--- src/rtl/jogo_memoria_rodadas.sv ---
// Memory-game core: the player replays a stored sequence of one-hot key presses,
// one more position per round, with a per-play timeout and multi-hot rejection.
module jogo_memoria_rodadas #(
  parameter int N_CHAVES = 4,
  parameter int DEPTH    = 16,
  parameter int TIMEOUT  = 5000
) (
  input  logic                       clock,
  input  logic                       reset,
  input  logic                       iniciar,
  input  logic [N_CHAVES-1:0]        chaves,
  input  logic                       mem_we,
  input  logic [$clog2(DEPTH)-1:0]   mem_addr,
  input  logic [N_CHAVES-1:0]        mem_data,
  output logic                       acertou,
  output logic                       errou,
  output logic                       timeout,
  output logic                       pronto,
  output logic [N_CHAVES-1:0]        leds,
  output logic [$clog2(DEPTH+1)-1:0] db_rodada,
  output logic [$clog2(DEPTH)-1:0]   db_contagem,
  output logic [N_CHAVES-1:0]        db_memoria,
  output logic [N_CHAVES-1:0]        db_jogada,
  output logic [3:0]                 db_estado
);

  localparam int AW = $clog2(DEPTH);
  localparam int RW = $clog2(DEPTH + 1);
  localparam int TW = $clog2(TIMEOUT);

  typedef enum logic [3:0] {
    INICIAL       = 4'h0,
    PREPARA       = 4'h1,
    ESPERA_JOGADA = 4'h2,
    REGISTRA      = 4'h3,
    COMPARA       = 4'h4,
    PROX_POS      = 4'h5,
    PROX_RODADA   = 4'h6,
    ESPERA_SOLTA  = 4'h7,
    FIM_ACERTO    = 4'hA,
    FIM_TIMEOUT   = 4'hD,
    FIM_ERRO      = 4'hE
  } estado_t;

  estado_t             estado_q, estado_d;
  logic [RW-1:0]       rodada_q, rodada_d;
  logic [AW-1:0]       contagem_q, contagem_d;
  logic [N_CHAVES-1:0] jogada_q, jogada_d;
  logic [TW-1:0]       timer_q, timer_d;
  logic                tecla_ant_q, tecla_ant_d;
  logic                acertou_q, acertou_d;
  logic                errou_q, errou_d;
  logic                timeout_q, timeout_d;
  logic                pronto_q, pronto_d;

  logic [N_CHAVES-1:0] mem [DEPTH];
  logic [N_CHAVES-1:0] memoria;
  logic                em_repouso;
  logic                borda_jogada;
  logic                ultima_pos;

  assign memoria      = mem[contagem_q];
  assign em_repouso   = (estado_q == INICIAL) || (estado_q == FIM_ACERTO) ||
                        (estado_q == FIM_ERRO) || (estado_q == FIM_TIMEOUT);
  // A play is only the rising edge of "any key pressed"; holding keys yields one play.
  assign borda_jogada = (|chaves) && !tecla_ant_q;
  assign ultima_pos   = (RW'(contagem_q) == (rodada_q - RW'(1)));

  always_ff @(posedge clock) begin
    if (mem_we && em_repouso && (32'(mem_addr) < DEPTH)) begin
      mem[mem_addr] <= mem_data;
    end
  end

  always_comb begin
    estado_d    = estado_q;
    rodada_d    = rodada_q;
    contagem_d  = contagem_q;
    jogada_d    = jogada_q;
    timer_d     = '0;
    tecla_ant_d = |chaves;
    case (estado_q)
      INICIAL, FIM_ACERTO, FIM_ERRO, FIM_TIMEOUT: begin
        if (iniciar) begin
          estado_d   = PREPARA;
          rodada_d   = RW'(1);
          contagem_d = '0;
          jogada_d   = '0;
        end
      end
      PREPARA:      estado_d = ESPERA_SOLTA;
      ESPERA_SOLTA: if (chaves == '0) estado_d = ESPERA_JOGADA;
      ESPERA_JOGADA: begin
        timer_d = timer_q + 1'b1;
        if (borda_jogada)                      estado_d = REGISTRA;
        else if (timer_q == TW'(TIMEOUT - 1))  estado_d = FIM_TIMEOUT;
      end
      REGISTRA: begin
        jogada_d = chaves;
        estado_d = COMPARA;
      end
      COMPARA: begin
        if (!$onehot(jogada_q) || (jogada_q != memoria)) estado_d = FIM_ERRO;
        else if (!ultima_pos)                            estado_d = PROX_POS;
        else if (rodada_q == RW'(DEPTH))                 estado_d = FIM_ACERTO;
        else                                             estado_d = PROX_RODADA;
      end
      PROX_POS: begin
        contagem_d = contagem_q + 1'b1;
        estado_d   = ESPERA_SOLTA;
      end
      PROX_RODADA: begin
        rodada_d   = rodada_q + 1'b1;
        contagem_d = '0;
        estado_d   = ESPERA_SOLTA;
      end
      default: estado_d = INICIAL;
    endcase
    // Flags are registered from the next state so they line up with db_estado.
    acertou_d = (estado_d == FIM_ACERTO);
    timeout_d = (estado_d == FIM_TIMEOUT);
    errou_d   = (estado_d == FIM_ERRO) || (estado_d == FIM_TIMEOUT);
    pronto_d  = acertou_d || errou_d;
  end

  always_ff @(posedge clock) begin
    if (reset) begin
      estado_q    <= INICIAL;
      rodada_q    <= RW'(1);
      contagem_q  <= '0;
      jogada_q    <= '0;
      timer_q     <= '0;
      tecla_ant_q <= 1'b0;
      acertou_q   <= 1'b0;
      errou_q     <= 1'b0;
      timeout_q   <= 1'b0;
      pronto_q    <= 1'b0;
    end else begin
      estado_q    <= estado_d;
      rodada_q    <= rodada_d;
      contagem_q  <= contagem_d;
      jogada_q    <= jogada_d;
      timer_q     <= timer_d;
      tecla_ant_q <= tecla_ant_d;
      acertou_q   <= acertou_d;
      errou_q     <= errou_d;
      timeout_q   <= timeout_d;
      pronto_q    <= pronto_d;
    end
  end

  assign acertou     = acertou_q;
  assign errou       = errou_q;
  assign timeout     = timeout_q;
  assign pronto      = pronto_q;
  assign leds        = chaves;
  assign db_rodada   = rodada_q;
  assign db_contagem = contagem_q;
  assign db_memoria  = memoria;
  assign db_jogada   = jogada_q;
  assign db_estado   = estado_q;

endmodule

--- config.mk ---
export PLATFORM = sky130hd
export DESIGN_NAME = jogo_memoria_rodadas
export DESIGN_NICKNAME = d
export VERILOG_FILES = /design/src/rtl/jogo_memoria_rodadas.sv
export SDC_FILE = /design/constraint.sdc
export NUM_CORES = 1
export LEC_CHECK = 0
export BUFFER_PORTS_ARGS = -buffer_cell sky130_fd_sc_hd__buf_4
export CAP_MARGIN = 5
export CORE_ASPECT_RATIO = 2
export CORE_MARGIN = 2
export CORE_UTILIZATION = 60
export CTS_CLUSTER_SIZE = 30
export DETAILED_ROUTE_END_ITERATION = 10
export PLACE_DENSITY_LB_ADDON = 0.25
export SYNTH_ARGS = -nofsm -noshare
export SYNTH_HDL_FRONTEND = slang
export SYNTH_SLANG_ARGS = --single-unit
--- constraint.sdc ---
create_clock -name clock -period 4.2 [get_ports clock]
set_input_delay 0.21 -clock clock [delete_from_list [all_inputs] [get_ports clock]]
set_output_delay 0.21 -clock clock [all_outputs]
set_load 0.03 [all_outputs]
# After elaboration in Yosys (flattened, before gate mapping)

Memories as Yosys holds them, arrays and structs flattened. A register that Yosys moved wholly into a read port is not among the register bits.
Cells that the tools add are included.

Register bits: 35
Bits in latches: 0
RAM bits: 64
Memory bits (read-only): 0
Input bits: 16
Output and inout bits: 29
Logic and storage cells: 77
Memories kept: 1

Memory list:

| name | depth | width | rd ports | clocked after Yosys merged registers in | wr ports | RTL line | RTL |
|---|---|---|---|---|---|---|---|
| mem  | 16    | 4     | 1        | 1                                       | 1        | 56       | `logic [N_CHAVES-1:0] mem [DEPTH];` |

Add/sub/neg operators: 7
Multipliers: 0
Divide/modulo/power cells: 0
Order comparisons: 0
Eq/ne operators: 19
Shift operators: 0
Muxes and demuxes: 17
Bitwise logic cells: 1
Reductions and logical operators: 22

Operators by type and width:

| kind                    | count |
|---|---|
| $mux W4                 | 10 |
| $eq A4 B4 Y1 const B    | 6 |
| $pmux W4 S6             | 1 |
| $eq A4 B3 Y1 const B    | 4 |
| $add A13 B1 Y13 const B | 1 |
| $eq A13 B13 Y1 const B  | 1 |
| $pmux W4 S3             | 1 |
| $pmux W5 S2             | 1 |
| $eq A4 B2 Y1 const B    | 2 |
| $logic_not A4 Y1        | 2 |
| $pmux W4 S2             | 1 |
| $reduce_or A4 Y1        | 2 |
| $logic_or A1 B1 Y1      | 6 |
| $reduce_and A2 Y1       | 3 |
| $add A5 B1 Y5 const B   | 1 |
| $eq A4 B5 Y1            | 1 |
| $eq A5 B5 Y1 const B    | 1 |
| $mux W5                 | 1 |
| $sub A5 B1 Y5 const B   | 1 |
| $add A1 B1 Y2           | 2 |
| $add A4 B1 Y4 const B   | 1 |
| $eq A4 B1 Y1 const B    | 1 |
| $ne A4 B4 Y1            | 1 |
| $reduce_bool A2 Y1      | 2 |
| 10 further kinds        | 13 |

# Longest topological paths before layout

Gate-level depths: netlist of the first run.

Depth after elaboration: 10
Gate-level depth with buffers: 11

# Worst setup path before layout of the first run

No wires, ideal clock.

Kind: register to register
From: reg jogada_q[1], in the netlist db_jogada[1]
To: reg acertou_q, in the netlist acertou
Setup time: 0.115 ns
Data arrival time: 2.541 ns
Required time: 4.085 ns
Setup slack: 1.544 ns
Stages on the path, launching flop included: 12
Path buffers: 0
Clock period less this slack: 2.656 ns
Path through: dfxtp_1 > inv_1 > fa_1 > inv_1 > ha_1 > ha_1 > nor2_1 > nand2_1 > a211oi_1 > and4_4 > nor3_2 > and3_1

Word-level cells in the longest chain between the ends: 8

RTL lines:

| item                                | RTL line | RTL |
|---|---|---|
| from (decl)                         | 48       | `logic [N_CHAVES-1:0] jogada_q, jogada_d;` |
| from (signal assigned)              | 142      | `jogada_q <= jogada_d;` |
| $add A1 B1 Y2 (not written as such) | 103      | `if (!$onehot(jogada_q) \|\| (jogada_q != memoria)) estado_d = FIM_ERRO;` |
| $add A2 B2 Y3 (not written as such) | 103      |  |
| $eq A3 B1 Y1                        | 103      |  |
| $logic_not A1 Y1                    | 103      |  |
| $logic_or A1 B1 Y1 (*)              | 103      |  |
| $mux W4 (*)                         | 103      |  |
| $pmux W4 S6 (*)                     | 82       | `case (estado_q)` |
| $eq A4 B4 Y1 (*)                    | 120      | `acertou_d = (estado_d == FIM_ACERTO);` |
| to (signal assigned)                | 145      | `acertou_q <= acertou_d;` |
| to (decl)                           | 51       | `logic acertou_q, acertou_d;` |

Mark *: on every way between the ends. The rest lies on a longest branch, timed or not.
A chain may end at the register's enable or synchronous reset.

==> results of run 1 <==
## routing by layer
metal	global-route usage [%]	up-vias	part of all wire, %
met5	0	-	0
met4	14.65	0	4.8
met3	3.775	36	3.5
met2	43.97	101	58
met1	24.25	1481	34
li1	-	1459	-
## synth_stat cells (2+ instances only)
cell / count / area, um2
ha_1: 6 / 75.07
inv_1: 12 / 45.04
edfxtp_1: 64 / 1922
mux4_2: 16 / 360.4
buf_4: 5 / 37.54
mux2_1: 2 / 22.52
nand2_1: 20 / 75.07
a211oi_1: 3 / 22.52
nand3_1: 12 / 60.06
buf_2: 2 / 10.01
clkbuf_1: 13 / 48.80
mux2i_1: 6 / 60.06
dfxtp_1: 39 / 780.8
nand4_1: 3 / 18.77
a311oi_1: 2 / 17.52
a22oi_1: 4 / 30.03
nand3b_1: 3 / 22.52
nor3_1: 15 / 75.07
o22ai_1: 2 / 12.51
o21ai_0: 10 / 50.05
nor4b_1: 2 / 17.52
xnor2_1: 8 / 70.07
nor2b_1: 4 / 25.02
mux2_2: 3 / 33.78
and3_1: 3 / 18.77
nor2_1: 55 / 206.5
a21oi_1: 15 / 75.07
or3_1: 4 / 25.02
xor2_1: 13 / 113.9
nand2b_1: 5 / 31.28
o211ai_1: 2 / 15.01
o31ai_1: 2 / 15.01
## per-stage QoR
stage	power (mW)	hold slack [ps]
2_1_floorplan	1.610	308.9
3_3_place_gp	1.774	428.2
3_5_place_dp	1.783	443.8
4_1_cts	2.549	127.2
5_1_grt	2.662	147.9
6_report	2.537	138.6
## sequential cells by signal, indices dropped and copies added (netlist names), named ones only
signal,flops
mem,64
timer_q,13
db_rodada,5
db_contagem,4
db_estado,4
db_jogada,4
acertou,1
errou,1
pronto,1
tecla_ant_q,1
timeout,1
## power breakdown
group          internal, mW  switching [mW]  total [mW]
Combinational         0.208           0.349       0.557
Clock                 0.409           0.361       0.770
Sequential             1.12          0.0870        1.21
Total                  1.74           0.797        2.54
## kinds of logic after synthesis
| group | Yosys count | share of synthesized area [%] |
|---|---|---|
| adders and majority gates | 7 | 2.061 |
| buffers and inverters | 33 | 3.309 |
| AOI/OAI and AO/OA | 51 | 7.378 |
| DFF | 103 | 58.58 |
| and+or+nand+nor | 134 | 13.86 |
| muxes | 27 | 10.33 |
| xor gates and xnor gates | 22 | 4.475 |
## cell type report
| class | count | area share (%) |
|---|---|---|
| tap | 94 | 2.241 |
| sequential | 103 | 51.49 |
| multi-input combinational | 241 | 33.49 |
| clock inverter | 7 | 1.049 |
| clock buffer | 9 | 4.291 |
| timing repair buffer | 46 | 6.579 |
| inverter | 12 | 0.8582 |
## worst min-delay path: stages
cell	delay, ps
buf_4	90
a22oi_1	60
nor2_1	80
## worst max-delay path by stage
stage,startpoint,endpoint,slack (ps),cells after the start
2_1_floorplan,db_jogada[1],acertou,1540,11
3_3_place_gp,flip-flop,acertou,1580,8
3_5_place_dp,flip-flop,acertou,1510,8
4_1_cts,flip-flop,acertou,1490,8
5_1_grt,flip-flop,acertou,1350,7
6_report,flip-flop,acertou,1510,8
==> impl_metrics.tcl, run 1 <==
set metrics [dict create \
    holdPathStages 3 \
    area_growth_pct 13.78 \
    post_cts_buffers 0 \
    ctsResizeCount 0 \
    slew-limit-headroom_pct 49.34 \
    fin_crit_ps 2689 \
    nFillCells 573 \
    rrSetupSlack_ps 1510 \
    min_period_over_period_pct 64.02 \
    fin_skew_ps 8.129 \
    dp_slack_ps 1508 \
    fmax_ghz 0.3719 \
    design.die.area_um2 8448 \
    ios 45 \
    die_y_um 128.0 \
    report.final.slew_viol_count 0 \
    synth_seq_area_share_pct 58.58 \
    final-setup-viol-count 0 \
    p_leak_nw 1.833 \
    crit_type "reg -> reg" \
    cts_buffers 9 \
    yosys_warnings 0 \
    start_util_pct 61.14 \
    multiInputGateArea_um2 1758 \
    slowest_delay_ps 540 \
    dp_cells 496 \
    antenna_found_initial 0 \
    worst_slack_ps 1511 \
    wl_per_cell_um 17.89 \
    clkSinkCount 103 \
    hp-class "in -> reg" \
    path_buf_inv 1 \
    nets 436 \
    ys.flop_type "edfxtp_1" \
    drv_cap 0 \
    root_buffer "clkbuf_16" \
    clk_pin_slew_worst_paths_ps 70 \
    cts_buffer_depth 2 \
    power_density_nw_per_um2 483.3 \
    die_x_um 66 \
    worst_path_max_delay_cell "mux4_2" \
    critPathLaunchType "flip-flop" \
    vias 3077 \
    outcome "finished, final reports clean" \
    holdCritStartpoint "chaves[2]" \
    async_reset_ff_share_pct 0 \
    syn_inst 377 \
    via_per_inst 6.010 \
    r2r-end "acertou" \
    first_global_vias 3063 \
    synth-seq-cells 103 \
    layout_common_cells "edfxtp_1 (64), nor2_1 (55), buf_4 (46), dfxtp_1 (39), nand2_1 (20)" \
    antennaDiodeCount 0 \
    cpMostUsedCell "mux4_2" \
    synth_edf_count 64 \
    final_common_cell "edfxtp_1" \
    dpl_cell_area_um2 4969 \
    drtAntennaViolNets 0 \
    ff2ff_path_depth 8 \
    worstPathCellList "buf_4, mux4_2, mux4_2, xnor2_1, a211oi_1, nand3_1, a21oi_1, and3_1" \
    ctsHoldBuffers 0 \
    vdd_ir_drop_max_mv 0.3833 \
    drt_wl_total_mm 9.158 \
    dr.first_iter.drc_count 273 \
    grt_max_degree 23 \
    crit_required_ps 4480 \
    grt_remaining_overflow 0 \
    dpl.hpwl_mm 6.833 \
    critPathMaxFanout 18 \
    grt_pass1_wl_mm 14.60 \
    min_to "db_jogada[2]" \
    hold_viol_final 0 \
    syn_area_per_cell_um2 12.24 \
    grt_use_total_pct 23.91 \
    instances_no_fill 512 \
    syn_area_um2 4613 \
    crit_arrival_ps 2970 \
    crit_family "multiplexers" \
    critPathCaptureType "flip-flop" \
    cts_tree "built" \
    rsz0062_at_grt "no" \
    globalplace.congestion 0.9203 \
    row_count 45 \
    portBuffers 44 \
    worst_pin_slew_ps 752.9 \
    coreArea_um2 7545 \
    stdcell_area_um2 5249 \
    clkLatencyLatePin_ps 340 \
    final_util_pct 69.57 \
    drc 0 \
    synth_cell_types 54 \
    fin_setup_tns_ps 0 \
    cts_htree_levels 3 \
    synthesis.nets 400 \
    drive_gt1_share_pct 20.10 \
    first_pass_iters 4 \
    regArea_um2 2703 \
]
Note: power is estimated with default switching activity, not from simulation.
==> inputs of run 2 (changes only) <==
CORE_UTILIZATION = 59   (was 60)
clock period = 2.8 ns   (was 4.2 ns; I/O delays follow)
==> impl_metrics.tcl, run 2 (synthesis results as in run 1) <==
set metrics [dict create \
    outcome "finished, final reports clean" \
    first_global_vias 3024 \
    vdd_ir_drop_max_mv 0.5582 \
    layout_common_cells "edfxtp_1 (64), nor2_1 (55), buf_4 (55), dfxtp_1 (39), nand2_1 (20)" \
    crit_arrival_ps 2850 \
    coreArea_um2 7601 \
    stdcell_area_um2 5344 \
    ctsResizeCount 0 \
    cts_htree_levels 3 \
    via_per_inst 5.996 \
    crit_required_ps 3080 \
    grt_pass1_wl_mm 15.49 \
    hold_viol_final 0 \
    p_leak_nw 1.884 \
    first_pass_iters 5 \
    globalplace.congestion 0.8517 \
    wl_met3_um 385 \
    ctsHoldBuffers 0 \
    grt_max_degree 21 \
    dpl.hpwl_mm 7.387 \
    critPathLaunchType "flip-flop" \
    cts_buffers 9 \
    drt_wl_total_mm 9.865 \
    crit_type "reg -> reg" \
    row_count 45 \
    power_density_nw_per_um2 721.7 \
    nets 446 \
    clkSinkCount 103 \
    final_common_cell "edfxtp_1" \
    start_util_pct 60.69 \
    vias 3130 \
    dpl_cell_area_um2 5056 \
    design.die.area_um2 8585 \
    cts_tree "built" \
    grt_remaining_overflow 0 \
    nFillCells 565 \
    fin_crit_ps 2565 \
    antenna_found_initial 0 \
    min_period_over_period_pct 91.62 \
    rsz0062_at_grt "no" \
    antennaDiodeCount 0 \
    routed.top_layer "met4" \
    portBuffers 44 \
    post_cts_buffers 0 \
    drv_cap 0 \
    drc 0 \
    cts_buffer_depth 2 \
    largest_reg_flops 64 \
    wl_met1_mm 3.516 \
    die_y_um 129.1 \
    dr_wl_met2_mm 5.662 \
    area_growth_pct 15.84 \
    largest-register "mem" \
    ios 45 \
    worst_pin_slew_ps 1170 \
    dr.first_iter.drc_count 261 \
    final_util_pct 70.30 \
    root_buffer "clkbuf_16" \
    clkLatencyLatePin_ps 340 \
    report.final.slew_viol_count 0 \
    critPathMaxFanout 18 \
    fin_setup_tns_ps 0 \
    drtAntennaViolNets 0 \
    fin_skew_ps 5.432 \
    hp-class "in -> reg" \
    clk_pin_slew_worst_paths_ps 70 \
    grt_use_total_pct 25.39 \
    fmax_ghz 0.3898 \
    die_x_um 66.53 \
    final-setup-viol-count 0 \
    drive_gt1_share_pct 22.43 \
    wl_per_cell_um 18.90 \
    critPathCaptureType "flip-flop" \
    slew-limit-headroom_pct 21.37 \
]
[run 2: changes by cell type in the layout (fill, tap and decap cells not counted)]
cell | before | now
clkinvlp_4 | 1 | 3
buf_4 | 46 | 55
clkinv_1 | 2 | 0
clkbuf_1 | 0 | 1
inv_6 | 1 | 0
a211oi_1 | 3 | 2
buf_12 | 0 | 1
a211oi_2 | 0 | 1
[run 2: per-layer routing]
metal  global-route usage (%)  up-vias
met5                        0        -
met4                    10.80        0
met3                    4.774       22
met2                    47.06       84
met1                    27.30     1544
li1                         -     1480
[run 2: critical path, cell delays in order, from the launching register on]
cell and delay, ps:
dfxtp_1 350, buf_12 180, mux4_2 510, mux4_2 510, xnor2_1 150, a211oi_2 230
nand3_1 140, a21oi_1 240, and3_1 190
[run 2: stage by stage]
stage          total power, mW  cells  setup slack (ps)  hold slack (ps)
2_1_floorplan            2.415    377             144.0            238.9
3_3_place_gp             2.687    506             261.9            401.9
3_5_place_dp             2.705    506             188.2            414.3
4_1_cts                  3.858    522             176.9            59.91
5_1_grt                  4.031    522             30.19            68.54
6_report                 3.857    522             234.6            79.13
[run 2: worst paths after layout]
kind	start	to	slack, ps	depth (start not counted)
setup reg to reg	flip-flop	acertou	230	8
hold / removal	chaves[3]	db_jogada[3]	80	3
setup / recovery	flip-flop	acertou	230	8
hold reg to reg	timer_q[0]	timer_q[0]	450	1
[run 2: power by group]
group	total (mW)	leakage [nW]	internal, mW	switching [mW]
combinational	0.907	0.863	0.326	0.580
clock	1.16	0.129	0.616	0.548
sequential	1.79	0.892	1.68	0.102
total	3.86	1.88	2.63	1.23
[run 2: layout make-up]
cell class / instances / area [um2] / share of cell area [%]
multi-input cells: 241 / 1763 / 32.99
clock inverters: 6 / 53.80 / 1.007
flip-flops and latches: 103 / 2703 / 50.57
inverters: 12 / 45.04 / 0.8429
clock buffers: 10 / 229.0 / 4.285
repair buffers: 56 / 432.9 / 8.101
well taps: 94 / 117.6 / 2.201
==> inputs of run 3 (changes only) <==
==> constraint.sdc (replaced) <==
create_clock -name clock -period 2.8 [get_ports clock]
set_input_delay 0.14 -clock clock [delete_from_list [all_inputs] [get_ports clock]]
set_output_delay 0.14 -clock clock [all_outputs]
set_load 0.1 [all_outputs]
==> impl_metrics.tcl, run 3 (synthesis results as in run 1) <==
set metrics [dict create \
    outcome "finished, final reports clean" \
    worst_path_max_delay_cell "mux4_2" \
    vias 3151 \
    die_y_um 129.1 \
    critPathCaptureType "flip-flop" \
    fmax_ghz 0.3884 \
    cp-endpoint "acertou" \
    largest-register "mem" \
    slowest_delay_ps 520 \
    area_growth_pct 16.49 \
    root_buffer "clkbuf_16" \
    finalPower_mw 4.206 \
    ctsResizeCount 0 \
    grt_remaining_overflow 0 \
    cts_buffer_depth 2 \
    clk_pin_slew_worst_paths_ps 70 \
    critPathMaxFanout 18 \
    slew-limit-headroom_pct 21.02 \
    via_per_inst 6.036 \
    r2r-end "acertou" \
    dpl.hpwl_mm 7.475 \
    start_util_pct 60.69 \
    final_common_cell "edfxtp_1" \
    drt_wl_total_mm 9.839 \
    fin_skew_ps 7.312 \
    first_pass_iters 4 \
    wl_per_cell_um 18.85 \
    crit_arrival_ps 2860 \
    cpMostUsedCell "mux4_2" \
    first_global_vias 3109 \
    crit_type "reg -> reg" \
    fin_crit_ps 2575 \
    final-setup-viol-count 0 \
    grt_pass1_wl_mm 15.53 \
    ios 45 \
    report.final.slew_viol_count 0 \
    crit_required_ps 3090 \
    design.die.area_um2 8585 \
    drive_gt1_share_pct 23.60 \
    min_period_over_period_pct 91.95 \
    grt_use_total_pct 25.12 \
    power_density_nw_per_um2 782.7 \
    drv_cap 0 \
    cts_tree "built" \
    hold_viol_final 0 \
    ff2ff_path_depth 8 \
    drtAntennaViolNets 0 \
    hp-class "in -> reg" \
    worst_pin_slew_ps 1175 \
    die_x_um 66.53 \
    nets 446 \
    clkSinkCount 103 \
    post_cts_buffers 0 \
    dp_slack_ps 149.6 \
    dr.first_iter.drc_count 179 \
    ctsHoldBuffers 0 \
    clkLatencyLatePin_ps 350 \
    cts_htree_levels 3 \
    row_count 45 \
    antenna_found_initial 0 \
    worstPathCellList "buf_12, mux4_2, mux4_2, xnor2_1, a211oi_2, nand3_1, a21oi_1, and3_1" \
    drc 0 \
    holdPathStages 3 \
    vdd_ir_drop_max_mv 0.5864 \
    globalplace.congestion 0.8562 \
    p_leak_nw 1.907 \
    critPathLaunchType "flip-flop" \
    grt_max_degree 20 \
    largest_reg_flops 64 \
    layout_common_cells "edfxtp_1 (64), nor2_1 (55), buf_4 (55), dfxtp_1 (36), nand2_1 (20)" \
    portBuffers 44 \
    rsz0062_at_grt "no" \
    coreArea_um2 7601 \
    worst_slack_ps 225.3 \
    rrSetupSlack_ps 230 \
    antennaDiodeCount 0 \
    cts_buffers 9 \
]
==> run 3: per-stage QoR <==
stage	hold slack (ps)	setup TNS [ps]	cell area, um2	cells	util, %
final	54.83	0	5374	522	70.70
after global routing	77.80	0	5374	522	70.70
after CTS	45.57	0	5369	522	70.63
after detailed placement	406.7	0	5072	506	66.73
after global placement	402.6	0	5072	506	66.73
after floorplan	238.9	-44.12	4629	377	-
==> run 3: worst min-delay path by stage <==
stage | start | endpoint | slack (ps)
after floorplan | mem_data[0] | mem[0][0] | 240
after CTS | chaves[2] | db_jogada[2] | 50
after global routing | chaves[3] | db_jogada[3] | 80
after detailed placement | chaves[2] | db_jogada[2] | 410
after global placement | chaves[2] | db_jogada[2] | 400
final | chaves[2] | db_jogada[2] | 50
==> run 3: power by group <==
| part | switching (mW) | internal (mW) | total, mW | leakage [nW] |
|---|---|---|---|---|
| clock network | 0.568 | 0.649 | 1.22 | 0.147 |
| registers | 0.0859 | 1.68 | 1.77 | 0.894 |
| logic | 0.882 | 0.337 | 1.22 | 0.865 |
| total | 1.54 | 2.67 | 4.21 | 1.91 |
==> run 3: layer usage <==
metal	share of wire [%]	track usage, %	vias to the layer above
li1	-	-	1484
met1	34	24.68	1533
met2	57	47.76	106
met3	4.7	4.861	28
met4	4.2	12.61	0
met5	0	0	-
==> run 3: area by class of cell <==
| cell class | count | area [um2] |
|---|---|---|
| Clock buffer | 10 | 239.0 |
| Clock inverter | 6 | 57.56 |
| Fill cell | 554 | 2227 |
| Inverter | 12 | 45.04 |
| Multi-Input combinational cell | 241 | 1775 |
| Sequential cell | 103 | 2706 |
| Tap cell | 94 | 117.6 |
| Timing Repair Buffer | 56 | 432.9 |
==> run 3: critical path, delay by kind of cell, from the launching register on <==
family | cells | cell delay, ps
AO/OA/AOI/OAI | 2 | 470
XOR/XNOR | 1 | 170
buffers and inverters | 1 | 180
flip-flops | 1 | 360
multiplexers | 2 | 1020
AND/OR/NAND/NOR | 2 | 320
